**src/rtl/btn_pkg.sv**
```systemverilog
// btn_pkg: FSM state encoding and default 50 MHz timing constants for btn_event
package btn_pkg;
  typedef enum logic [1:0] {IDLE, HOLD, LONG} state_t;
  localparam int DEF_LONG_CYCLES   = 50_000_000;
  localparam int DEF_REPEAT_PERIOD = 10_000_000;
endpackage

```
**src/rtl/btn_event_if.sv**
```systemverilog
// btn_event_if: button level in (btn_state), registered event pulses and held level out
interface btn_event_if;
  logic btn_state, press_pulse, release_pulse, short_press, long_press, repeat_pulse, held;
  modport master (
    output btn_state,
    input  press_pulse, release_pulse, short_press, long_press, repeat_pulse, held
  );
  modport slave (
    input  btn_state,
    output press_pulse, release_pulse, short_press, long_press, repeat_pulse, held
  );
endinterface

```
**src/rtl/btn_event.sv**
```systemverilog
// btn_event: turns a clean button level into press/release/short/long/repeat events
// Ports: clk, rst_n (sync, active low); b (slave): btn_state in, registered pulses and held out
module btn_event import btn_pkg::*; #(
  parameter int LONG_CYCLES   = DEF_LONG_CYCLES,
  parameter int REPEAT_PERIOD = DEF_REPEAT_PERIOD,
  parameter int REPEAT_EN     = 1
) (
  input logic        clk,
  input logic        rst_n,
  btn_event_if.slave b
);
  localparam int HW = $clog2(LONG_CYCLES + 1);
  localparam int RW = $clog2(REPEAT_PERIOD + 1);
  localparam logic [HW-1:0] HOLD_LAST = HW'(LONG_CYCLES - 1);
  localparam logic [RW-1:0] REP_LAST  = RW'(REPEAT_PERIOD - 1);
  state_t        state_q;
  logic          btn_q;
  logic [HW-1:0] hold_q;
  logic [RW-1:0] rep_q;
  logic          rise, fall;
  assign rise = b.btn_state & ~btn_q;
  assign fall = ~b.btn_state & btn_q;
  // btn_q resets high so a button held through reset must be seen released before it counts as a press.
  // A release in IDLE is not part of any sequence, so it emits nothing.
  always_ff @(posedge clk) begin
    if (!rst_n) begin
      state_q         <= IDLE;
      btn_q           <= 1'b1;
      hold_q          <= '0;
      rep_q           <= '0;
      b.press_pulse   <= 1'b0;
      b.release_pulse <= 1'b0;
      b.short_press   <= 1'b0;
      b.long_press    <= 1'b0;
      b.repeat_pulse  <= 1'b0;
      b.held          <= 1'b0;
    end else begin
      btn_q           <= b.btn_state;
      b.press_pulse   <= 1'b0;
      b.release_pulse <= 1'b0;
      b.short_press   <= 1'b0;
      b.long_press    <= 1'b0;
      b.repeat_pulse  <= 1'b0;
      case (state_q)
        IDLE: if (rise) begin
          state_q       <= HOLD;
          hold_q        <= '0;
          b.press_pulse <= 1'b1;
          b.held        <= 1'b1;
        end
        HOLD: if (fall) begin
          state_q         <= IDLE;
          b.release_pulse <= 1'b1;
          b.short_press   <= 1'b1;
          b.held          <= 1'b0;
        end else if (hold_q == HOLD_LAST) begin
          state_q      <= LONG;
          rep_q        <= '0;
          b.long_press <= 1'b1;
        end else begin
          hold_q <= hold_q + 1'b1;
        end
        LONG: if (fall) begin
          state_q         <= IDLE;
          b.release_pulse <= 1'b1;
          b.held          <= 1'b0;
        end else if (REPEAT_EN != 0) begin
          if (rep_q == REP_LAST) begin
            rep_q          <= '0;
            b.repeat_pulse <= 1'b1;
          end else begin
            rep_q <= rep_q + 1'b1;
          end
        end
        default: state_q <= IDLE;
      endcase
    end
  end
endmodule

```
**src/flat_wrapper.sv**
```systemverilog
// flat-port wrapper written by rule: the top's interface ports become plain ports
module btn_event_flat import btn_pkg::*;
#(
  parameter int LONG_CYCLES   = DEF_LONG_CYCLES,
  parameter int REPEAT_PERIOD = DEF_REPEAT_PERIOD,
  parameter int REPEAT_EN     = 1
)
  (clk, rst_n, b_btn_state, b_press_pulse, b_release_pulse, b_short_press, b_long_press, b_repeat_pulse, b_held);
  btn_event_if b_i ();
  input logic clk;
  input logic rst_n;
  input wire logic [$bits(b_i.btn_state)-1:0] b_btn_state;
  output wire logic [$bits(b_i.press_pulse)-1:0] b_press_pulse;
  output wire logic [$bits(b_i.release_pulse)-1:0] b_release_pulse;
  output wire logic [$bits(b_i.short_press)-1:0] b_short_press;
  output wire logic [$bits(b_i.long_press)-1:0] b_long_press;
  output wire logic [$bits(b_i.repeat_pulse)-1:0] b_repeat_pulse;
  output wire logic [$bits(b_i.held)-1:0] b_held;
  assign b_i.btn_state = b_btn_state;
  assign b_press_pulse = b_i.press_pulse;
  assign b_release_pulse = b_i.release_pulse;
  assign b_short_press = b_i.short_press;
  assign b_long_press = b_i.long_press;
  assign b_repeat_pulse = b_i.repeat_pulse;
  assign b_held = b_i.held;
  btn_event #(.LONG_CYCLES(LONG_CYCLES), .REPEAT_PERIOD(REPEAT_PERIOD), .REPEAT_EN(REPEAT_EN)) u_core (.clk(clk), .rst_n(rst_n), .b(b_i));
endmodule
```
**config.mk**
```make
export PLATFORM = sky130hd
export DESIGN_NAME = btn_event_flat
export DESIGN_NICKNAME = d
export VERILOG_FILES = /design/src/rtl/btn_pkg.sv /design/src/rtl/btn_event_if.sv /design/src/rtl/btn_event.sv /design/src/flat_wrapper.sv
export SDC_FILE = /design/constraint.sdc
export NUM_CORES = 1
export LEC_CHECK = 0
export ABC_AREA = 1
export CORE_MARGIN = 2
export CORE_UTILIZATION = 55
export DETAILED_ROUTE_END_ITERATION = 7
export PLACE_DENSITY = 0.72
export SLEW_MARGIN = 20
export SYNTH_ARGS = -nofsm -noshare
export SYNTH_HDL_FRONTEND = slang
export SYNTH_SLANG_ARGS = --single-unit
export TNS_END_PERCENT = 50
```
**constraint.sdc**
```tcl
create_clock -name clk -period 2 [get_ports clk]
set_input_delay 0.4 -clock clk [delete_from_list [all_inputs] [get_ports clk]]
set_output_delay 0.4 -clock clk [all_outputs]
set_load 0.03 [all_outputs]
```
==> metrics.yaml <==
drive_gt1_share_pct: 7.864
synth_nets: 748
status: "completed"
finalSetupTns_ns: 0
synth_edf_count: 0
ys_seq_area_share_pct: 27.86
worst-setup-path-type: "register to register"
drt-met1-wl_mm: 4.563
worst_pin_slew_ns: 0.4265
postCtsHoldBufs: 0
synthTopCellsByArea: "dfxtp_1, nand2_1, nor2_1, inv_1, nand3_1"
ys.warnings.count: 0
final_area_um2: 4717
fillers: 753
numClockSinks: 59
drv_slew: 0
path_max_fanout: 16
fin_nets: 767
area_growth_pct: 11.27
ios: 9
power_per_cell_area_nw_per_um2: 864.4
grt_pass1_wl_mm: 18.61
placed_area_um2: 4482
critical_path.slowest_cell: "dfxtp_1"
place.gp.congestion: 0.9443
track_usage_pct: 27.17
maxCapViolations: 0
num_antenna_cells: 0
cts_tree: "done"
path_common_cell: "inv_1"
ant_nets: 0
die_x_um: 91.79
whs_path_depth: 1
r2r_cells: 9
whs_ns: 0.4776
rsz0062_at_grt: "false"
final-setup-viol-count: 0
clock_latency_ns: 0.34
dr_wl_met3_um: 484
cts_buffer_depth: 2
synth_cell_types: 33
dieArea_um2: 8425
dr_wl_met2_mm: 5.488
worst_setup_path_end_kind: "register"
fin_cells: 865
timing_hold_violations_final: 0
worstPathCellList: "inv_1 -> ha_1 -> inv_1 -> nand2_1 -> a21oi_1 -> buf_4 -> nand2_4 -> o21ai_0 -> nor2_1"
via_count: 4425
port_buffers: 8
synth_area_um2: 4239
synth_common_cells: "nand2_1, nor2_1, inv_1"
htreeDepth: 3
avgSynthCellArea_um2: 5.736
syn_inst: 739
slew_headroom_pct: 71.54
drc: 0
dp_hpwl_mm: 8.051
ys_async_sr_fraction_pct: 0
p_leak_uw: 0.002088
top_layer: "met4"
placed_cells_incl_taps: 849
clk_pin_slew_ns: 0.07
first_pass_iters: 5
placementRows: 32
grt_max_degree: 24
synth_area_leader_cell: "dfxtp_1"
ys.flop_type: "dfxtp_1"
fin_crit_sh_pct: 91.02
period_needed_ns: 1.820
cts_root_buffer: "clkbuf_8"
min_path_type: "register to register"
cts_buffers: 9
avgViaCountPerCell: 5.116
core_um2: 7607
crit_arrival_ns: 2.06
yosysMostFrequentCell: "nand2_1"
fin_skew_ns: 0.007817
grt.overflow.total: 0
synth.top_cell.area_share_pct: 27.86
routedWlPerCell_um: 12.60
irDropWorstVdd_v: 0.0004811
timing.fmax_ghz: 0.5493
drt_wl_total_mm: 10.90
start_util_pct: 55.72
cpPeakStageDelay_ns: 0.36
antenna_found_initial: 0
required_ns: 2.24
die_h_um: 91.79
drt_iter0_markers: 232
total_power_uw: 4077
synth-seq-cells: 59
grt_pass1_vias: 4178
cp-start-kind: "register"
-- kinds of logic after synthesis --
family          count (synthesis)  synth area share [%]
compound gates                 41                 5.844
xor+xnor                        2                0.4133
fa+ha+maj                       6                 1.771
buf+inv                       134                 13.02
flops                          59                 27.86
simple gates                  497                 51.09
-- repair_timing --
action / 4_1_cts / 5_1_grt
hold endpoints to repair: 0 / 0
resized for setup: 0 / 3
buffers inserted: 0 / 0
setup endpoints to repair: 0 / 9
-- flip-flops by register name, summed over array words and instances, names as in the netlist --
register                flops
u_core.b.held               1
u_core.rep_q               24
u_core.state_q              2
u_core.btn_q                1
u_core.b.long_press         1
u_core.hold_q              26
u_core.b.press_pulse        1
u_core.b.short_press        1
u_core.b.repeat_pulse       1
u_core.b.release_pulse      1
-- placed cells by master (no fill, tap or decap), drive strengths merged, types with 3 or more instances in the layout --
cell           synthesis  layout
nand2                270     270
nor2                 122     122
inv                  115     115
nand3                 62      62
dfxtp                 59      59
a21oi                 27      27
nand4                 24      24
buf                    9      19
clkbuf                10      12
nor3                   9       9
clkdlybuf4s50          0       8
o21bai                 6       6
o21ai                  6       6
ha                     6       6
nor3b                  3       3
nand3b                 3       3
-- worst max-delay path, delay by kind of cell, from the launching register on --
family          cells  cell delay [ns]
flops               1             0.36
buf+inv             3             0.48
compound gates      2             0.42
fa+ha+maj           1             0.20
simple gates        3             0.27
-- path summary, 6_finish.rpt --
path | startpoint | endpoint | slack, ns
hold / removal | u_core.btn_q | u_core.b.press_pulse | 0.48
hold reg to reg | u_core.btn_q | u_core.b.press_pulse | 0.48
setup reg to reg | u_core.state_q[1] | u_core.rep_q[2] | 0.18
setup / recovery | u_core.state_q[1] | u_core.rep_q[2] | 0.18
-- power by group --
group	switching [µW]	internal, µW	total (µW)	leakage (µW)
Sequential	169	1330	1500	0.000479
Clock	500	768	1270	0.000113
Combinational	864	447	1310	0.00150
Total	1530	2540	4080	0.00209
-- final cells by class --
class / count / area, µm² / share of cell area (%)
clock inverter: 4 / 72.57 / 1.538
timing repair buffer: 27 / 235.2 / 4.987
sequential: 59 / 1181 / 25.04
inverter: 115 / 431.7 / 9.151
clock buffer: 12 / 155.1 / 3.289
tap: 102 / 127.6 / 2.706
multi-input combinational: 546 / 2514 / 53.29
-- routing by layer --
metal	vias to the layer above	global-route usage [%]
met4	0	12.69
met1	1977	30.84
li1	2316	-
met5	-	0
met3	28	5.505
met2	104	48.65
-- metrics by stage --
stage,util [%],setup slack [ns]
floorplan,-,0.2546
global placement,58.91,0.06949
detailed placement,58.91,-0.02211
CTS,61.91,0.1039
global route,62.01,0.02656
finish,62.01,0.1796
No activity file was read; power rests on OpenSTA's default activity.
